## src/rtl/osc_adc_pkg.sv

```systemverilog
// Shared definitions for the serial ADC responder.
// Holds the frame length, control-word bit positions, the DOUT header
// layout and the responder state type.
package osc_adc_pkg;

    localparam int unsigned FRAME_BITS = 16;

    // Control word fields (MSB first on ADC_DIN)
    localparam int unsigned CTRL_WRITE   = 15;
    localparam int unsigned CTRL_ADD_MSB = 12;
    localparam int unsigned CTRL_ADD_LSB = 10;
    localparam int unsigned CHAN_W       = CTRL_ADD_MSB - CTRL_ADD_LSB + 1;

    // DOUT frame = {1'b0, channel[2:0], sample[DATA_W-1:0]}
    localparam int unsigned HDR_W = 1 + CHAN_W;

    typedef enum logic [1:0] {
        IDLE,
        LOAD,
        SHIFT,
        DONE
    } adc_state_e;

endpackage

```

## src/rtl/sync_edge_det.sv

```systemverilog
// Multi-flop synchronizer with rise/fall pulse detection.
// Ports:
//   CLK, RSTB - system clock, async active-low reset
//   d_i       - asynchronous input
//   sync_o    - synchronized level (last synchronizer stage)
//   rise_o    - one-cycle pulse on synchronized rising edge
//   fall_o    - one-cycle pulse on synchronized falling edge
// Edges appear SYNC_STAGES+1 clocks after the pin changes.
module sync_edge_det #(
    parameter int unsigned SYNC_STAGES = 2
) (
    input  logic CLK,
    input  logic RSTB,
    input  logic d_i,
    output logic sync_o,
    output logic rise_o,
    output logic fall_o
);

    logic [SYNC_STAGES-1:0] sync_q, sync_d;
    logic                   prev_q, prev_d;

    always_comb begin
        sync_d = {sync_q[SYNC_STAGES-2:0], d_i};
        prev_d = sync_q[SYNC_STAGES-1];
    end

    // Reset low: a CS_N held low across reset must not look like a new frame start.
    always_ff @(posedge CLK or negedge RSTB) begin
        if (!RSTB) begin
            sync_q <= '0;
            prev_q <= 1'b0;
        end else begin
            sync_q <= sync_d;
            prev_q <= prev_d;
        end
    end

    assign sync_o = sync_q[SYNC_STAGES-1];
    assign rise_o = sync_o & ~prev_q;
    assign fall_o = ~sync_o & prev_q;

endmodule

```

## src/rtl/adc_spi_responder.sv

```systemverilog
// SPI slave emulating an 8-channel, 12-bit serial ADC for loopback bring-up.
// Ports:
//   CLK, RSTB                    - 50 MHz system clock, async active-low reset
//   ADC_CS_N, ADC_SCLK, ADC_DIN  - master frame select, serial clock, control data
//   ADC_DOUT                     - {0, channel, sample}, MSB first, updated on SCLK fall
//   sample_in/valid, sample_ready- sample stream; ready pulses once per frame start
//   ctrl_word, ctrl_valid        - last complete control word and its update pulse
//   channel                      - channel address, applied from the next frame
//   frame_err                    - pulse when CS_N rises before a frame completes
//   underrun_cnt                 - saturating count of frames started without a sample
// Build option: define ADC_TEST_PATTERN_EN to replace the sample stream with an
// internal ramp advancing by RAMP_STEP per frame.
module adc_spi_responder #(
    parameter int unsigned       DATA_W      = 12,
    parameter int unsigned       FRAME_BITS  = osc_adc_pkg::FRAME_BITS,
    parameter int unsigned       SYNC_STAGES = 2,
    parameter logic [DATA_W-1:0] RAMP_STEP   = DATA_W'(16)
) (
    input  logic              CLK,
    input  logic              RSTB,
    input  logic              ADC_CS_N,
    input  logic              ADC_SCLK,
    input  logic              ADC_DIN,
    output logic              ADC_DOUT,
    input  logic [DATA_W-1:0] sample_in,
    input  logic              sample_valid,
    output logic              sample_ready,
    output logic [15:0]       ctrl_word,
    output logic              ctrl_valid,
    output logic [2:0]        channel,
    output logic              frame_err,
    output logic [7:0]        underrun_cnt
);

    import osc_adc_pkg::*;

    localparam int unsigned TX_W  = FRAME_BITS;
    localparam int unsigned PAD   = FRAME_BITS - HDR_W - DATA_W;
    localparam int unsigned CNT_W = $clog2(FRAME_BITS + 1);

    logic cs_sync, cs_rise, cs_fall;
    logic sclk_sync, sclk_rise, sclk_fall;
    logic din_sync, unused_din_rise, unused_din_fall, unused_sclk_sync, unused_cs_rise;

    sync_edge_det #(.SYNC_STAGES(SYNC_STAGES)) u_sync_cs (
        .CLK    (CLK),
        .RSTB   (RSTB),
        .d_i    (ADC_CS_N),
        .sync_o (cs_sync),
        .rise_o (cs_rise),
        .fall_o (cs_fall)
    );

    sync_edge_det #(.SYNC_STAGES(SYNC_STAGES)) u_sync_sclk (
        .CLK    (CLK),
        .RSTB   (RSTB),
        .d_i    (ADC_SCLK),
        .sync_o (sclk_sync),
        .rise_o (sclk_rise),
        .fall_o (sclk_fall)
    );

    sync_edge_det #(.SYNC_STAGES(SYNC_STAGES)) u_sync_din (
        .CLK    (CLK),
        .RSTB   (RSTB),
        .d_i    (ADC_DIN),
        .sync_o (din_sync),
        .rise_o (unused_din_rise),
        .fall_o (unused_din_fall)
    );

    // Abort is detected on CS_N level so a rise during LOAD is not lost.
    assign unused_sclk_sync = sclk_sync;
    assign unused_cs_rise   = cs_rise;

    adc_state_e          state_q, state_d;
    logic [TX_W-1:0]     tx_q, tx_d;
    logic [15:0]         rx_q, rx_d;
    logic [CNT_W-1:0]    cnt_q, cnt_d;
    logic [DATA_W-1:0]   held_q, held_d;
    logic                dout_q, dout_d;
    logic                ready_q, ready_d;
    logic [15:0]         ctrl_q, ctrl_d;
    logic                cvalid_q, cvalid_d;
    logic [CHAN_W-1:0]   chan_q, chan_d;
    logic                ferr_q, ferr_d;
    logic [7:0]          und_q, und_d;
    logic [DATA_W-1:0]   ramp_q, ramp_d;

`ifdef ADC_TEST_PATTERN_EN
    logic [DATA_W:0] unused_stream;
    assign unused_stream = {sample_in, sample_valid};
`else
    logic [DATA_W-1:0] unused_ramp_step;
    assign unused_ramp_step = RAMP_STEP;
`endif

    always_comb begin
        state_d  = state_q;
        tx_d     = tx_q;
        rx_d     = rx_q;
        cnt_d    = cnt_q;
        held_d   = held_q;
        dout_d   = 1'b0;
        ready_d  = 1'b0;
        ctrl_d   = ctrl_q;
        cvalid_d = 1'b0;
        chan_d   = chan_q;
        ferr_d   = 1'b0;
        und_d    = und_q;
        ramp_d   = ramp_q;

        unique case (state_q)
            IDLE: begin
                if (cs_fall) begin
                    state_d = LOAD;
`ifndef ADC_TEST_PATTERN_EN
                    // Registered so the pulse lines up with the LOAD cycle.
                    ready_d = 1'b1;
`endif
                end
            end
            LOAD: begin
`ifdef ADC_TEST_PATTERN_EN
                tx_d   = TX_W'({1'b0, chan_q, ramp_q}) << PAD;
                ramp_d = ramp_q + RAMP_STEP;
`else
                if (sample_valid) begin
                    tx_d   = TX_W'({1'b0, chan_q, sample_in}) << PAD;
                    held_d = sample_in;
                end else begin
                    tx_d = TX_W'({1'b0, chan_q, held_q}) << PAD;
                    if (und_q != 8'hFF) begin
                        und_d = und_q + 8'd1;
                    end
                end
`endif
                cnt_d   = '0;
                dout_d  = 1'b0;
                state_d = SHIFT;
            end
            SHIFT: begin
                dout_d = dout_q;
                if (sclk_fall) begin
                    tx_d   = tx_q << 1;
                    dout_d = tx_q[TX_W-2];
                end
                if (sclk_rise) begin
                    rx_d  = {rx_q[14:0], din_sync};
                    cnt_d = cnt_q + 1'b1;
                end
                // Completion wins over a simultaneous CS_N rise.
                if (sclk_rise && (cnt_q == CNT_W'(FRAME_BITS - 1))) begin
                    ctrl_d   = rx_d;
                    cvalid_d = 1'b1;
                    if (rx_d[CTRL_WRITE]) begin
                        chan_d = rx_d[CTRL_ADD_MSB:CTRL_ADD_LSB];
                    end
                    dout_d  = 1'b0;
                    state_d = DONE;
                end else if (cs_sync) begin
                    ferr_d  = 1'b1;
                    dout_d  = 1'b0;
                    state_d = IDLE;
                end
            end
            DONE: begin
                if (cs_sync) begin
                    state_d = IDLE;
                end
            end
            default: state_d = IDLE;
        endcase
    end

    always_ff @(posedge CLK or negedge RSTB) begin
        if (!RSTB) begin
            state_q  <= IDLE;
            tx_q     <= '0;
            rx_q     <= '0;
            cnt_q    <= '0;
            held_q   <= '0;
            dout_q   <= 1'b0;
            ready_q  <= 1'b0;
            ctrl_q   <= '0;
            cvalid_q <= 1'b0;
            chan_q   <= '0;
            ferr_q   <= 1'b0;
            und_q    <= '0;
            ramp_q   <= '0;
        end else begin
            state_q  <= state_d;
            tx_q     <= tx_d;
            rx_q     <= rx_d;
            cnt_q    <= cnt_d;
            held_q   <= held_d;
            dout_q   <= dout_d;
            ready_q  <= ready_d;
            ctrl_q   <= ctrl_d;
            cvalid_q <= cvalid_d;
            chan_q   <= chan_d;
            ferr_q   <= ferr_d;
            und_q    <= und_d;
            ramp_q   <= ramp_d;
        end
    end

    assign ADC_DOUT     = dout_q;
    assign sample_ready = ready_q;
    assign ctrl_word    = ctrl_q;
    assign ctrl_valid   = cvalid_q;
    assign channel      = chan_q;
    assign frame_err    = ferr_q;
    assign underrun_cnt = und_q;

endmodule

```

## config.mk

```make
export PLATFORM = sky130hd
export DESIGN_NAME = adc_spi_responder
export DESIGN_NICKNAME = d
export VERILOG_FILES = /design/src/rtl/osc_adc_pkg.sv /design/src/rtl/sync_edge_det.sv /design/src/rtl/adc_spi_responder.sv
export SDC_FILE = /design/constraint.sdc
export NUM_CORES = 1
export LEC_CHECK = 0
export CAP_MARGIN = 10
export CORE_MARGIN = 1.5
export CORE_UTILIZATION = 47
export CTS_CLUSTER_DIAMETER = 50
export CTS_CLUSTER_SIZE = 40
export DETAILED_ROUTE_END_ITERATION = 6
export GPL_TIMING_DRIVEN = 0
export PLACE_DENSITY = 0.7
export RECOVER_POWER = 50
export SLEW_MARGIN = 40
export SYNTH_ARGS = -nofsm -noshare
export SYNTH_HDL_FRONTEND = slang
export SYNTH_HIERARCHICAL = 1
export SYNTH_SLANG_ARGS = --single-unit
export TNS_END_PERCENT = 1
```

## constraint.sdc

```tcl
create_clock -name CLK -period 4.9 [get_ports CLK]
set_clock_uncertainty 0.2 [all_clocks]
set_input_delay 0.98 -clock CLK [delete_from_list [all_inputs] [get_ports CLK]]
set_output_delay 0.98 -clock CLK [all_outputs]
set_load 0.1 [all_outputs]
```

==> results.toml <==
[critical_path]
crit_path_end_kind = "output pin"
critical_path_buf_inv_count = 1
critPathKind = "flip-flop to output pin"
max_stage_delay_ps = 470
slowest_stage = "buf_2"
required_ps = 3720
cp_data_arrival_time_ps = 1290
cp_max_fo = 7
start_kind = "flip-flop"
worstPathCellList = "buf_2"
cp_top_family = "buffers and inverters"
r2r_setup_slack_ps = 2670

[logic_synthesis]
synth.avg_cell_area_um2 = 12.4
synthCells = 295
syn-cell-area_um2 = 3640
syn_nets = 316
synth_warnings = 6

[global_routing]
gr-total-overflow = 0
grt_pass1_vias = 2429
antenna_found_initial = 0
grt_start_max_net_pins = 61
grt_util_all_layers_pct = 17.2
grt_pass1_wl_mm = 11.3

[sta]
slew_violations = 29
maxSlewHeadroom_pct = -8.72
fmax_ghz = 0.405
finalCritPeriodShare_pct = 50.3
period_needed_ps = 2470
tightest_slew_ps = 1630
hold_viol_final = 0
setup_viol = 0
rsz0062_at_grt = "no"

[route]
antenna_left = 0
drtIter0Drc = 75
first_pass_iters = 4
vias_per_cell = 5.23
vias = 2397
drc = 0
wirelength_mm = 6.45
wl_per_cell_um = 14.1

[cts]
clk_latency_ps = 360
cts_tree = "done"
cts_hold_buf = 0
root_buffer = "clkbuf_8"
cts_setup_buffers = 0
cts_sinks = 88
path_clk_slew_ps = 90
cts_resized = 0
h-tree-depth = 3
clk_path_buf_depth = 2
numCtsBuffers = 9

[layout]
n_antenna_cell = 0
multi_input_area_um2 = 1350
regArea_um2 = 2200
nFillCells = 631
instances_no_fill = 458
drive_gt1_share_pct = 29.2
area_growth_pct = 19.4
nets = 375
final_area_um2 = 4350

[floorplanning]
die_area_um2 = 8290
ioPinCount = 49
core_um2 = 7370
initial_core_util_pct = 49.5
fp.dieW_um = 91.1
rows = 31
die_h_um = 91.1

[pwr]
peakVddDrop_mv = 0.184
powerDensity_nw_per_um2 = 470
power_leakage_nw = 2.16

[status]
outcome = "finished, violations left"
violations = "capacitance limit, slew limit"

[min_path]
hp-class = "flip-flop to flip-flop"

[place]
port_buffers = 47
dpl.hpwl_mm = 4.44
gp_congestion = 0.760
post_dp_cell_area_um2 = 4110
dp.cells = 442

[flow_run]
cap_violations = 1
-- final cells by class --
class	count	area share, %
Sequential cell	88	50.6
Clock buffer	9	2.85
Multi-Input combinational cell	188	31.1
Timing Repair Buffer	48	7.73
Inverter	3	0.259
Clock inverter	7	2.85
Buffer	16	1.78
Tap cell	99	2.85
-- report_power, final --
part           total, mW  switching (mW)  internal, mW
logic              0.467           0.297         0.170
clock network      0.612           0.268         0.344
registers          0.965          0.0926         0.872
-- layout by cell type, fill, tap and decap left out, types with 2 or more instances in the layout --
cell type / count
clkdlybuf4s50_1: 10
mux2_2: 39
inv_6: 3
bufinv_16: 3
dlygate4sd3_1: 5
clkbuf_1: 5
buf_2: 42
nor2b_1: 4
and4_1: 2
nand4_1: 2
a21o_1: 2
nand2b_1: 2
and2b_2: 2
clkbuf_8: 9
nand2_1: 29
mux2i_1: 19
a21oi_1: 18
inv_1: 3
o21ai_0: 24
xnor2_1: 3
and3_1: 2
nand3_1: 6
dfrtp_1: 88
nor2_1: 18
ha_1: 3
-- per-stage QoR --
step	worst slack (ps)	hold slack, ps	total power [mW]	util (%)	TNS [ps]
final	2430	154	2.04	59.0	0
after global routing	2350	159	2.16	59.0	0
after CTS	2420	156	2.07	59.2	0
after detailed placement	2490	137	1.45	55.8	0
after global placement	-560	133	1.45	57.5	-48880
after floorplan	2440	131	1.32	-	0
-- per-layer routing --
layer,vias up,share of wire [%],global-route usage [%]
met1,1190,46,21.8
met5,-,0,0
li1,1142,-,-
met2,56,48,28.4
met3,9,5.0,4.19
met4,0,1.3,6.64
-- sequential cells by signal, summed over array words and instances, names as in the netlist, 2 cells and up --
signal / count
channel: 3
cnt_q: 5
ctrl_word: 16
held_q: 12
rx_q: 15
state_q: 2
tx_q: 15
u_sync_cs/sync_q: 2
u_sync_din/sync_q: 2
u_sync_sclk/sync_q: 2
underrun_cnt: 8
-- worst paths after layout --
path | start | end | cells after the start
worst min register to register | u_sync_cs/sync_q[0]$_DFF_PN0_ | u_sync_cs/sync_q[1]$_DFF_PN0_ | 0
min in group asynchronous | RSTB | underrun_cnt[5]$_DFFE_PN0P_ | 1
worst min-delay path | u_sync_cs/sync_q[0]$_DFF_PN0_ | u_sync_cs/sync_q[1]$_DFF_PN0_ | 0
worst max-delay path | underrun_cnt[3]$_DFFE_PN0P_ | underrun_cnt[3] | 1
worst max register to register | cnt_q[0]$_DFFE_PN0P_ | ctrl_word[14]$_DFFE_PN0P_ | 6
max in group asynchronous | RSTB | held_q[5]$_DFFE_PN0P_ | 2
Note: power is estimated with default switching activity, not from simulation.
